[config.mk]
export PLATFORM = sky130hd
export DESIGN_NAME = branch_predictor_flat
export DESIGN_NICKNAME = d
export VERILOG_FILES = /design/src/rtl/branch_predictor_pkg.sv /design/src/rtl/branch_predictor_if.sv /design/src/rtl/branch_predictor_btb.sv /design/src/rtl/branch_predictor.sv /design/src/flat_wrapper.sv
export SDC_FILE = /design/constraint.sdc
export NUM_CORES = 2
export LEC_CHECK = 0
export CAP_MARGIN = 15
export CORE_MARGIN = 2
export CORE_UTILIZATION = 30
export DETAILED_ROUTE_END_ITERATION = 8
export PLACE_DENSITY = 0.49
export SYNTH_ARGS = -nofsm -noshare
export SYNTH_HDL_FRONTEND = slang
export SYNTH_SLANG_ARGS = --single-unit
[constraint.sdc]
create_clock -name clk -period 7.5 [get_ports clk]
set_clock_uncertainty 0.05 [all_clocks]
set_input_delay 1.875 -clock clk [delete_from_list [all_inputs] [get_ports clk]]
set_output_delay 1.875 -clock clk [all_outputs]
set_load 0.03 [all_outputs]
[src/rtl/branch_predictor_pkg.sv]
// Shared types for the BTB branch predictor: counter/flush-state enums, entry layout and
// the saturating counter update.
package BranchPredictorPackage;

    // ENTRIES >= 2 means INDEX_W >= 1, so 29 bits covers any tag width.
    localparam int unsigned TAG_MAX_W = 29;

    typedef enum logic [1:0] {
        BtbCounter_StrongNT = 2'd0,
        BtbCounter_WeakNT   = 2'd1,
        BtbCounter_WeakT    = 2'd2,
        BtbCounter_StrongT  = 2'd3
    } BtbCounter;

    typedef enum logic {
        FlushState_IDLE,
        FlushState_CLEARING
    } FlushState;

    typedef struct packed {
        logic                 valid;
        logic [TAG_MAX_W-1:0] tag;
        logic [31:0]          target;
        BtbCounter            ctr;
    } BtbEntry;

    function automatic BtbCounter nextCounter(input BtbCounter ctr, input logic taken);
        BtbCounter r;
        r = ctr;
        if (taken) begin
            if (ctr != BtbCounter_StrongT) r = BtbCounter'(ctr + 2'd1);
        end else begin
            if (ctr != BtbCounter_StrongNT) r = BtbCounter'(ctr - 2'd1);
        end
        return r;
    endfunction

endpackage

[src/rtl/branch_predictor_if.sv]
// Fetch/resolve/flush bundle between the pipeline and branch_predictor.
// Stats signals exist only when BRANCH_PREDICTOR_STATS_EN is defined.
interface branch_predictor_if;
    logic        fetchValid;
    logic [31:0] fetchPC;
    logic        predValid;
    logic [31:0] predPC;
    logic        predTaken;
    logic [31:0] predTarget;
    logic        resolveValid;
    logic        resolveIsBranch;
    logic [31:0] resolvePC;
    logic        resolveTaken;
    logic [31:0] resolveTarget;
    logic        resolvePredTaken;
    logic [31:0] resolvePredTarget;
    logic        flush;
    logic        flushBusy;
    logic        mispredict;
    logic [31:0] redirectPC;
`ifdef BRANCH_PREDICTOR_STATS_EN
    logic [31:0] statBranches;
    logic [31:0] statMispredicts;

    modport master (
        output fetchValid, fetchPC, resolveValid, resolveIsBranch, resolvePC, resolveTaken,
               resolveTarget, resolvePredTaken, resolvePredTarget, flush,
        input  predValid, predPC, predTaken, predTarget, flushBusy, mispredict, redirectPC,
               statBranches, statMispredicts
    );
    modport slave (
        input  fetchValid, fetchPC, resolveValid, resolveIsBranch, resolvePC, resolveTaken,
               resolveTarget, resolvePredTaken, resolvePredTarget, flush,
        output predValid, predPC, predTaken, predTarget, flushBusy, mispredict, redirectPC,
               statBranches, statMispredicts
    );
`else
    modport master (
        output fetchValid, fetchPC, resolveValid, resolveIsBranch, resolvePC, resolveTaken,
               resolveTarget, resolvePredTaken, resolvePredTarget, flush,
        input  predValid, predPC, predTaken, predTarget, flushBusy, mispredict, redirectPC
    );
    modport slave (
        input  fetchValid, fetchPC, resolveValid, resolveIsBranch, resolvePC, resolveTaken,
               resolveTarget, resolvePredTaken, resolvePredTarget, flush,
        output predValid, predPC, predTaken, predTarget, flushBusy, mispredict, redirectPC
    );
`endif
endinterface

[src/rtl/branch_predictor_btb.sv]
// Direct-mapped BTB storage: asynchronous fetch read, read-modify-write update port and a
// per-index clear port; reads return contents from before the same-edge write.
module branch_target_buffer
    import BranchPredictorPackage::*;
#(
    parameter int unsigned ENTRIES = 16,
    localparam int unsigned INDEX_W = $clog2(ENTRIES)
) (
    input  logic               clk,
    input  logic               rst_n,
    input  logic [INDEX_W-1:0] rd_idx_i,
    output BtbEntry            rd_entry_o,
    input  logic [INDEX_W-1:0] wr_idx_i,
    output BtbEntry            wr_cur_o,
    input  logic               wr_en_i,
    input  BtbEntry            wr_entry_i,
    input  logic               clr_en_i,
    input  logic [INDEX_W-1:0] clr_idx_i
);
    localparam BtbEntry RESET_ENTRY = '{valid: 1'b0, tag: '0, target: '0, ctr: BtbCounter_WeakNT};

    BtbEntry table_q [ENTRIES];

    assign rd_entry_o = table_q[rd_idx_i];
    assign wr_cur_o   = table_q[wr_idx_i];

    always_ff @(posedge clk or negedge rst_n) begin
        if (!rst_n) begin
            for (int unsigned i = 0; i < ENTRIES; i++) table_q[i] <= RESET_ENTRY;
        end else if (clr_en_i) begin
            table_q[clr_idx_i].valid <= 1'b0;
            table_q[clr_idx_i].ctr   <= BtbCounter_WeakNT;
        end else if (wr_en_i) begin
            table_q[wr_idx_i] <= wr_entry_i;
        end
    end

endmodule

[src/rtl/branch_predictor.sv]
// BTB branch predictor: registered prediction, update policy, mispredict/redirect and the
// flush sequencer. Optional counters under `ifdef BRANCH_PREDICTOR_STATS_EN.
module branch_predictor
    import BranchPredictorPackage::*;
#(
    parameter int unsigned ENTRIES = 16
) (
    input logic                clk,
    input logic                rst,
    branch_predictor_if.slave  bp
);
    localparam int unsigned INDEX_W = $clog2(ENTRIES);
    localparam int unsigned TAG_W   = 30 - INDEX_W;
    localparam logic [INDEX_W-1:0] LAST_IDX = INDEX_W'(ENTRIES - 1);

    FlushState          state_q, state_d;
    logic [INDEX_W-1:0] clearIdx_q, clearIdx_d;

    logic        predValid_q, predValid_d, predTaken_q, predTaken_d;
    logic [31:0] predPC_q, predPC_d, predTarget_q, predTarget_d;
    logic        mispredict_q, mispredict_d;
    logic [31:0] redirectPC_q, redirectPC_d;

    logic [INDEX_W-1:0] fetch_idx, res_idx;
    logic [TAG_W-1:0]   fetch_tag, res_tag;
    BtbEntry            rd_entry, cur_entry, wr_entry;
    logic               wr_en, fetch_hit, res_hit, fetch_taken, actual_taken, mp_c, idle;

    assign idle      = (state_q == FlushState_IDLE);
    assign fetch_idx = bp.fetchPC[INDEX_W+1:2];
    assign fetch_tag = bp.fetchPC[31:INDEX_W+2];
    assign res_idx   = bp.resolvePC[INDEX_W+1:2];
    assign res_tag   = bp.resolvePC[31:INDEX_W+2];

    branch_target_buffer #(.ENTRIES(ENTRIES)) u_btb (
        .clk        (clk),
        .rst_n      (rst),
        .rd_idx_i   (fetch_idx),
        .rd_entry_o (rd_entry),
        .wr_idx_i   (res_idx),
        .wr_cur_o   (cur_entry),
        .wr_en_i    (wr_en),
        .wr_entry_i (wr_entry),
        .clr_en_i   (!idle),
        .clr_idx_i  (clearIdx_q)
    );

    // Tags are stored zero-extended, so comparing at full width is exact.
    assign fetch_hit   = rd_entry.valid && (rd_entry.tag == TAG_MAX_W'(fetch_tag));
    assign res_hit     = cur_entry.valid && (cur_entry.tag == TAG_MAX_W'(res_tag));
    assign fetch_taken = idle && fetch_hit && rd_entry.ctr[1];

    always_comb begin
        predValid_d  = bp.fetchValid;
        predPC_d     = predPC_q;
        predTaken_d  = predTaken_q;
        predTarget_d = predTarget_q;
        if (bp.fetchValid) begin
            predPC_d     = bp.fetchPC;
            predTaken_d  = fetch_taken;
            predTarget_d = fetch_taken ? rd_entry.target : bp.fetchPC + 32'd4;
        end
    end

    always_comb begin
        wr_en    = 1'b0;
        wr_entry = cur_entry;
        if (bp.resolveValid && idle) begin
            if (bp.resolveIsBranch) begin
                if (res_hit) begin
                    wr_en        = 1'b1;
                    wr_entry.ctr = nextCounter(cur_entry.ctr, bp.resolveTaken);
                    if (bp.resolveTaken) wr_entry.target = bp.resolveTarget;
                end else if (bp.resolveTaken) begin
                    wr_en           = 1'b1;
                    wr_entry.valid  = 1'b1;
                    wr_entry.tag    = TAG_MAX_W'(res_tag);
                    wr_entry.target = bp.resolveTarget;
                    wr_entry.ctr    = BtbCounter_WeakT;
                end
            end else if (res_hit) begin
                wr_en          = 1'b1;
                wr_entry.valid = 1'b0;
            end
        end
    end

    // Non-branches resolve as not-taken; mispredict is computed even while clearing.
    assign actual_taken = bp.resolveIsBranch && bp.resolveTaken;
    assign mp_c = bp.resolveValid &&
                  ((actual_taken != bp.resolvePredTaken) ||
                   (actual_taken && (bp.resolveTarget != bp.resolvePredTarget)));

    always_comb begin
        mispredict_d = mp_c;
        redirectPC_d = redirectPC_q;
        if (mp_c) redirectPC_d = actual_taken ? bp.resolveTarget : bp.resolvePC + 32'd4;
    end

    always_comb begin
        state_d    = state_q;
        clearIdx_d = clearIdx_q;
        case (state_q)
            FlushState_IDLE: begin
                if (bp.flush) begin
                    state_d    = FlushState_CLEARING;
                    clearIdx_d = '0;
                end
            end
            FlushState_CLEARING: begin
                if (bp.flush) begin
                    clearIdx_d = '0;
                end else if (clearIdx_q == LAST_IDX) begin
                    state_d    = FlushState_IDLE;
                    clearIdx_d = '0;
                end else begin
                    clearIdx_d = clearIdx_q + INDEX_W'(1);
                end
            end
            default: begin
                state_d    = FlushState_IDLE;
                clearIdx_d = '0;
            end
        endcase
    end

    always_ff @(posedge clk or negedge rst) begin
        if (!rst) begin
            state_q      <= FlushState_IDLE;
            clearIdx_q   <= '0;
            predValid_q  <= 1'b0;
            predPC_q     <= '0;
            predTaken_q  <= 1'b0;
            predTarget_q <= '0;
            mispredict_q <= 1'b0;
            redirectPC_q <= '0;
        end else begin
            state_q      <= state_d;
            clearIdx_q   <= clearIdx_d;
            predValid_q  <= predValid_d;
            predPC_q     <= predPC_d;
            predTaken_q  <= predTaken_d;
            predTarget_q <= predTarget_d;
            mispredict_q <= mispredict_d;
            redirectPC_q <= redirectPC_d;
        end
    end

    assign bp.predValid  = predValid_q;
    assign bp.predPC     = predPC_q;
    assign bp.predTaken  = predTaken_q;
    assign bp.predTarget = predTarget_q;
    assign bp.mispredict = mispredict_q;
    assign bp.redirectPC = redirectPC_q;
    assign bp.flushBusy  = !idle;

`ifdef BRANCH_PREDICTOR_STATS_EN
    logic [31:0] statBranches_q, statBranches_d, statMispredicts_q, statMispredicts_d;

    always_comb begin
        statBranches_d    = statBranches_q;
        statMispredicts_d = statMispredicts_q;
        if (bp.resolveValid && bp.resolveIsBranch) statBranches_d = statBranches_q + 32'd1;
        if (mp_c) statMispredicts_d = statMispredicts_q + 32'd1;
    end

    always_ff @(posedge clk or negedge rst) begin
        if (!rst) begin
            statBranches_q    <= '0;
            statMispredicts_q <= '0;
        end else begin
            statBranches_q    <= statBranches_d;
            statMispredicts_q <= statMispredicts_d;
        end
    end

    assign bp.statBranches    = statBranches_q;
    assign bp.statMispredicts = statMispredicts_q;
`endif

endmodule

[src/flat_wrapper.sv]
// flat-port wrapper written by rule: the top's interface ports become plain ports
module branch_predictor_flat import BranchPredictorPackage::*;
#(
    parameter int unsigned ENTRIES = 16
)
  (clk, rst, bp_fetchValid, bp_fetchPC, bp_resolveValid, bp_resolveIsBranch, bp_resolvePC, bp_resolveTaken, bp_resolveTarget, bp_resolvePredTaken, bp_resolvePredTarget, bp_flush, bp_predValid, bp_predPC, bp_predTaken, bp_predTarget, bp_flushBusy, bp_mispredict, bp_redirectPC);
  branch_predictor_if bp_i ();
  input logic clk;
  input logic rst;
  input wire logic [$bits(bp_i.fetchValid)-1:0] bp_fetchValid;
  input wire logic [$bits(bp_i.fetchPC)-1:0] bp_fetchPC;
  input wire logic [$bits(bp_i.resolveValid)-1:0] bp_resolveValid;
  input wire logic [$bits(bp_i.resolveIsBranch)-1:0] bp_resolveIsBranch;
  input wire logic [$bits(bp_i.resolvePC)-1:0] bp_resolvePC;
  input wire logic [$bits(bp_i.resolveTaken)-1:0] bp_resolveTaken;
  input wire logic [$bits(bp_i.resolveTarget)-1:0] bp_resolveTarget;
  input wire logic [$bits(bp_i.resolvePredTaken)-1:0] bp_resolvePredTaken;
  input wire logic [$bits(bp_i.resolvePredTarget)-1:0] bp_resolvePredTarget;
  input wire logic [$bits(bp_i.flush)-1:0] bp_flush;
  output wire logic [$bits(bp_i.predValid)-1:0] bp_predValid;
  output wire logic [$bits(bp_i.predPC)-1:0] bp_predPC;
  output wire logic [$bits(bp_i.predTaken)-1:0] bp_predTaken;
  output wire logic [$bits(bp_i.predTarget)-1:0] bp_predTarget;
  output wire logic [$bits(bp_i.flushBusy)-1:0] bp_flushBusy;
  output wire logic [$bits(bp_i.mispredict)-1:0] bp_mispredict;
  output wire logic [$bits(bp_i.redirectPC)-1:0] bp_redirectPC;
  assign bp_i.fetchValid = bp_fetchValid;
  assign bp_i.fetchPC = bp_fetchPC;
  assign bp_i.resolveValid = bp_resolveValid;
  assign bp_i.resolveIsBranch = bp_resolveIsBranch;
  assign bp_i.resolvePC = bp_resolvePC;
  assign bp_i.resolveTaken = bp_resolveTaken;
  assign bp_i.resolveTarget = bp_resolveTarget;
  assign bp_i.resolvePredTaken = bp_resolvePredTaken;
  assign bp_i.resolvePredTarget = bp_resolvePredTarget;
  assign bp_i.flush = bp_flush;
  assign bp_predValid = bp_i.predValid;
  assign bp_predPC = bp_i.predPC;
  assign bp_predTaken = bp_i.predTaken;
  assign bp_predTarget = bp_i.predTarget;
  assign bp_flushBusy = bp_i.flushBusy;
  assign bp_mispredict = bp_i.mispredict;
  assign bp_redirectPC = bp_i.redirectPC;
  branch_predictor #(.ENTRIES(ENTRIES)) u_core (.clk(clk), .rst(rst), .bp(bp_i));
endmodule
# == Word level (Yosys, flattened, before mapping) ==
# Cells that the tools add are included.
# word_totals
ff_bits,1128
in_bits,136
output_inout_bits,100
wordCells,149
# op_classes
add_sub_neg,5
magnitude_cmp,5
n_eq_ne,7
n_mux,43
n_bitwise,4
n_reduce_logical,13
# ops
operator,n
$bwmux 1024,3
$mux 1024,2
$demux 64 s4,3
$bmux 64 s4,2
$mux 64,8
$mux 32,3
$add 32x3->32 const B,2
$mux 63,1
$eq 29x26->1,2
$mux 34,1
$ne 32x32->1,1
$mux 30,1
$ge 5x5->1 const B,3
$not 4->5,3
$mux 4,3
$logic_and 1x1->1,10
$lt 5x1->1 const B,2
$mux 1,10
$mux 2,4
$pmux 4 s2,1
$add 4x1->4 const B,1
$eq 4x4->1 const B,1
$ne 2x2->1 const B,2
$reduce_bool 2->1,2
other kinds (6),6

# == Logic depth before layout (Yosys ltp) ==
# logic_depth
ltp_word,13
depth_mapped,18
depth_no_buf,10

# == By module ==
# From an unflattened synthesis, not the netlist that was laid out.
# hier_totals
hier_cells,4139
hier_area_um2,60798.3
# modules_own_cells
mod,n_inst,cells_each,area_each_um2,seq_area_each_um2
branch_target_buffer,1,3413,53158.5,25644.6
branch_predictor,1,726,7639.8,2602.5

# == Worst setup path after synthesis ==
# Ideal clock, no wire load.
# synth_path
kind,input-to-reg
from,input bp_fetchPC[2]
to,"register u_core.predTarget_q[29], in the netlist u_core.bp.predTarget[29]"
setup_time_ns,0.125
t_arrival_ns,5.598
required_time_ns,7.325
setup_slack_ns,1.728
path_stages,13
path_buffers,4
cell_sequence,clkbuf_1 -> buf_1 -> buf_2 -> mux4_2 -> a211oi_1 -> a21oi_1 -> xor2_1 -> nor4_1 -> nand4_1 -> nor3_1 -> buf_2 -> mux2_2 -> mux2_2
# synth_via
elab_chain_len,9
elab_cells_between_ends,10
classes_between,add/sub: 1; eq/ne: 1; mux: 4; bitwise: 1; reduce/logical: 3
# synth_rtl
element,line_no,text
"start, declared",flat_wrapper.sv:11,input wire logic [$bits(bp_i.fetchPC)-1:0] bp_fetchPC;
$not 4->5 (not written as such),branch_predictor_btb.sv:24,assign rd_entry_o = table_q[rd_idx_i];
$bmux 64 s4,branch_predictor_btb.sv:24,
$mux 64 (not written as such) (2 in a row),branch_predictor_btb.sv:24,
$eq 29x26->1,branch_predictor.sv:49,assign fetch_hit = rd_entry.valid && (rd_entry.tag == TAG_MAX_W'(fetch_tag));
$logic_and 1x1->1,branch_predictor.sv:49,
$logic_and 1x1->1 (2 in a row),branch_predictor.sv:51,assign fetch_taken = idle && fetch_hit && rd_entry.ctr[1];
$mux 32 (*),branch_predictor.sv:61,predTarget_d = fetch_taken ? rd_entry.target : bp.fetchPC + 32'd4;
"end signal, assigned",branch_predictor.sv:143,predTarget_q <= predTarget_d;
"end, declared",branch_predictor.sv:20,"logic [31:0] predPC_q, predPC_d, predTarget_q, predTarget_d;"
# Mark *: on every way between the ends. The rest lies on a longest branch, timed or not. The select of a mux whose other input is x is not followed.
# A chain may end at the register's enable or synchronous reset.

# == Worst setup path after layout ==
# layout_path
from,input bp_resolvePC[3]
to,register u_core.u_btb.table_q[784] (netlist bit)
# layout_via
elab_chain_len,12
elab_cells_between_ends,24
classes_between,order compare: 2; eq/ne: 1; mux: 17; bitwise: 1; reduce/logical: 3
# layout_rtl
element,line_no,text
"start, declared",flat_wrapper.sv:14,input wire logic [$bits(bp_i.resolvePC)-1:0] bp_resolvePC;
$not 4->5 (not written as such) (*),"branch_predictor_btb.sv:25, branch_predictor_btb.sv:34",
$bmux 64 s4,branch_predictor_btb.sv:25,assign wr_cur_o = table_q[wr_idx_i];
$mux 64 (not written as such) (2 in a row),branch_predictor_btb.sv:25,
$eq 29x26->1,branch_predictor.sv:50,assign res_hit = cur_entry.valid && (cur_entry.tag == TAG_MAX_W'(res_tag));
$logic_and 1x1->1,branch_predictor.sv:50,
$mux 34,branch_predictor.sv:70,if (res_hit) begin
$mux 63,branch_predictor.sv:69,if (bp.resolveIsBranch) begin
$mux 64,branch_predictor.sv:68,if (bp.resolveValid && idle) begin
$bwmux 1024,branch_predictor_btb.sv:34,table_q[wr_idx_i] <= wr_entry_i;
$mux 1024,branch_predictor_btb.sv:33,end else if (wr_en_i) begin
$mux 1024,branch_predictor_btb.sv:30,end else if (clr_en_i) begin
"end signal, assigned by index",branch_predictor_btb.sv:34,
"end, declared",branch_predictor_btb.sv:22,BtbEntry table_q [ENTRIES];
# Marks and branches as above.

==> impl_metrics.yaml <==
outcome:
  outcome: "completed"
logic_synthesis:
  netlist_area_mm2: 0.0617
  synth_cells: 4199
  synthTopCellsByArea: "dfrtp_1 (45%), mux2_2 (19%), mux4_2 (19%)"
  ys_top_cells_by_count: "dfrtp_1 (1112), mux2_2 (1061), mux4_2 (527)"
  yosysTopAreaCell: "dfrtp_1"
  avgSynthCellArea_um2: 14.7
  yosys_warnings: 0
  synth.top_cell.area_share_pct: 45.1
  synth-seq-cells: 1128
  synth_edf_count: 0
  synth_cell_types: 72
  synth_most_common_cell: "dfrtp_1"
  async_flop_share_pct: 100
  synth_nets: 4344
  synth_flop_cell: "dfrtp_1"
  yosysSeqAreaShare_pct: 45.8
cells_and_area:
  final_nets: 4470
  drive_above_1_share_pct: 44.7
  fin_util_pct: 34.8
  fillers: 19600
  syn2layout_area_growth_pct: 15.5
die:
  ioPinCount: 236
  start_util_pct: 30.2
  die-area_mm2: 0.209
  die_h_um: 457
  die_w_um: 457
  rows: 166
  core_area_mm2: 0.205
drt:
  via_count: 39100
  final_antenna_net_count: 0
  drtPass1Iterations: 5
  vias_per_cell: 5.49
  drt-total-wl_um: 221000
  drt_iter0_drc: 2797
  drc: 0
  wl_per_cell_um: 31.0
setup_path:
  cpMaxStageDelayCell: "o21a_2"
  crit_required_ns: 8.10
  worstSetupStartpointType: "input pin"
  critPathArrivalTime_ns: 6.78
  end_kind: "flip-flop"
  slowest_delay_ns: 0.52
  cp_top_family: "simple AND/OR/NAND/NOR gates"
  crit_chain: "buf_8 -> buf_12 -> buf_4 -> mux2_2 -> o22ai_1 -> nor3_1 -> nor4b_1 -> a32o_1 -> and4_1 -> nand3_2 -> o21a_2 -> nor4_4 -> buf_12 -> mux2_2"
  worst-setup-path-type: "input pin to flip-flop"
  cp_max_fo: 42
  cp_num_buf_inv: 4
clock_tree:
  cts_made_buffers: 136
  clkTransAtPathRegs_ns: 0.06
  ctsHoldBuffers: 0
  clock-root-buffer: "clkbuf_16"
  clockBufferDepth: 3
  h-tree-depth: 4
  cts.sinks: 1128
  cts_setup_buffers: 0
  ctsResizeCount: 0
  cts_tree: "built"
  insertion_delay_ns: 0.80
sta:
  finalCritPeriodShare_pct: 82.4
  rsz0062_at_grt: "no"
  fmax_mhz: 162
  max_slew.worst_pin.slew_ns: 1.10
  setup-violations-final: 0
  fin_ws_ns: 1.32
  slew_viol_final: 0
  hold_viol: 0
  relSlewSlack_pct: 26.2
  period_needed_ns: 6.18
  tns_ns: 0
hold_path:
  hp-class: "flip-flop to flip-flop"
global_route:
  grt_max_degree: 166
  grt_antenna_before_repair: 6
  grt_usage_pct: 21.0
  grt_overflow_total: 0
  grt_pass1_wl_um: 318000
  grt_pass1_vias: 40700
place:
  dp_hpwl_um: 140000
  io_buffers: 235
  place_congestion: 0.836
  pre_cts_ws_ns: 0.519
job:
  maxCapViolCount: 0
pwr:
  power_density_mw_per_mm2: 203
  cellLeakagePower_nw: 31.3
  power.ir.vdd_worst_uv: 257
through the flow:
| stage | hold slack, ns | instances | total power, mW | area, um2 |
|---|---|---|---|---|
| floorplan | 0.405 | 4199 | 7.10 | 61700 |
| global placement | 0.426 | 6873 | 7.86 | 66800 |
| detailed placement | 0.428 | 6874 | 7.87 | 66800 |
| CTS | 0.444 | 7114 | 14.6 | 71300 |
| global route | 0.466 | 7116 | 14.9 | 71300 |
| finish | 0.444 | 7117 | 14.4 | 71300 |
logic make-up (layout without fill, tap and decap cells):
kind of cell,after synthesis,in the layout,synth area share [%]
buffers and inverters,395,623,3.63
XOR/XNOR,138,138,1.96
adder cells (fa/ha/maj),10,10,0.199
AND/OR/NAND/NOR,564,564,4.76
other,0,2,0
multiplexers,1763,1763,41.5
AO/OA/AOI/OAI,201,201,2.14
flip-flops,1128,1128,45.8
power breakdown:
part	leakage, nW	internal [mW]	switching, mW
sequential	15.4	6.19	0.0782
combinational	13.7	0.531	0.937
clock	2.16	3.94	2.76
total	31.3	10.7	3.78
routing by layer:
| layer | track usage, % | vias to the layer above | part of all wire (%) |
|---|---|---|---|
| met5 | 0 | - | 0 |
| met2 | 35.3 | 1024 | 49 |
| li1 | - | 16200 | - |
| met3 | 2.59 | 274 | 3.9 |
| met1 | 27.1 | 21600 | 42 |
| met4 | 9.39 | 0 | 4.9 |
registers in the layout, indices dropped and copies added, names as in the netlist:
signal / flops
u_core.bp.flushBusy: 1
u_core.bp.mispredict: 1
u_core.bp.predPC: 32
u_core.bp.predTaken: 1
u_core.bp.predTarget: 32
u_core.bp.predValid: 1
u_core.bp.redirectPC: 32
u_core.clearIdx_q: 4
u_core.u_btb.table_q: 1024
worst register-to-register path, cell delays in order (launching register included):
cell       delay (ns)
dfrtp_1          0.41
mux4_2           0.48
mux4_2           0.56
xor2_1           0.17
a31oi_1          0.37
o2111ai_1        0.35
nor4_2           0.32
nand3_2          0.21
o21a_2           0.52
nor4_4           0.48
buf_12           0.37
mux2_2           0.45
area by class of cell:
class,instances,area (um2),area share [%]
inverter,18,70.1,0.0983
clock buffer,207,3980,5.59
clock inverter,33,448,0.629
antenna,2,5.00,0.00702
timing repair buffer,365,3880,5.44
sequential,1128,28200,39.6
multi-input combinational,2676,31300,43.9
tap,2688,3360,4.72
path summary, 6_finish.rpt:
| path | endpoint | cells past startpoint | slack [ns] | start |
|---|---|---|---|---|
| worst max-delay path | u_core.u_btb.table_q[784] | 14 | 1.32 | bp_resolvePC[3] |
| worst min-delay path | u_core.u_btb.table_q[1022] | 1 | 0.44 | u_core.u_btb.table_q[1022] |
| worst max register to register | u_core.u_btb.table_q[784] | 11 | 2.63 | u_core.u_btb.table_q[248] |
| worst min register to register | u_core.u_btb.table_q[1022] | 1 | 0.44 | u_core.u_btb.table_q[1022] |
| max in group asynchronous | u_core.u_btb.table_q[74] | 2 | 4.78 | rst |
| min in group asynchronous | u_core.u_btb.table_q[364] | 1 | 1.08 | rst |
cells in the final DEF, fill, tap and decap left out, drive strengths merged, types with 20 or more instances in the layout:
master,n
clkbuf,207
nor2,63
buf,140
nand3,39
mux2,1096
clkdlybuf4s50,225
nor2b,66
o21ai,48
a22oi,30
xor2,68
dfrtp,1112
nand4,20
inv,24
nor3,40
nand2,238
mux4,527
xnor2,70
a21oi,35
nor4,23
mux2i,140
(Power assumes the default switching activity.)
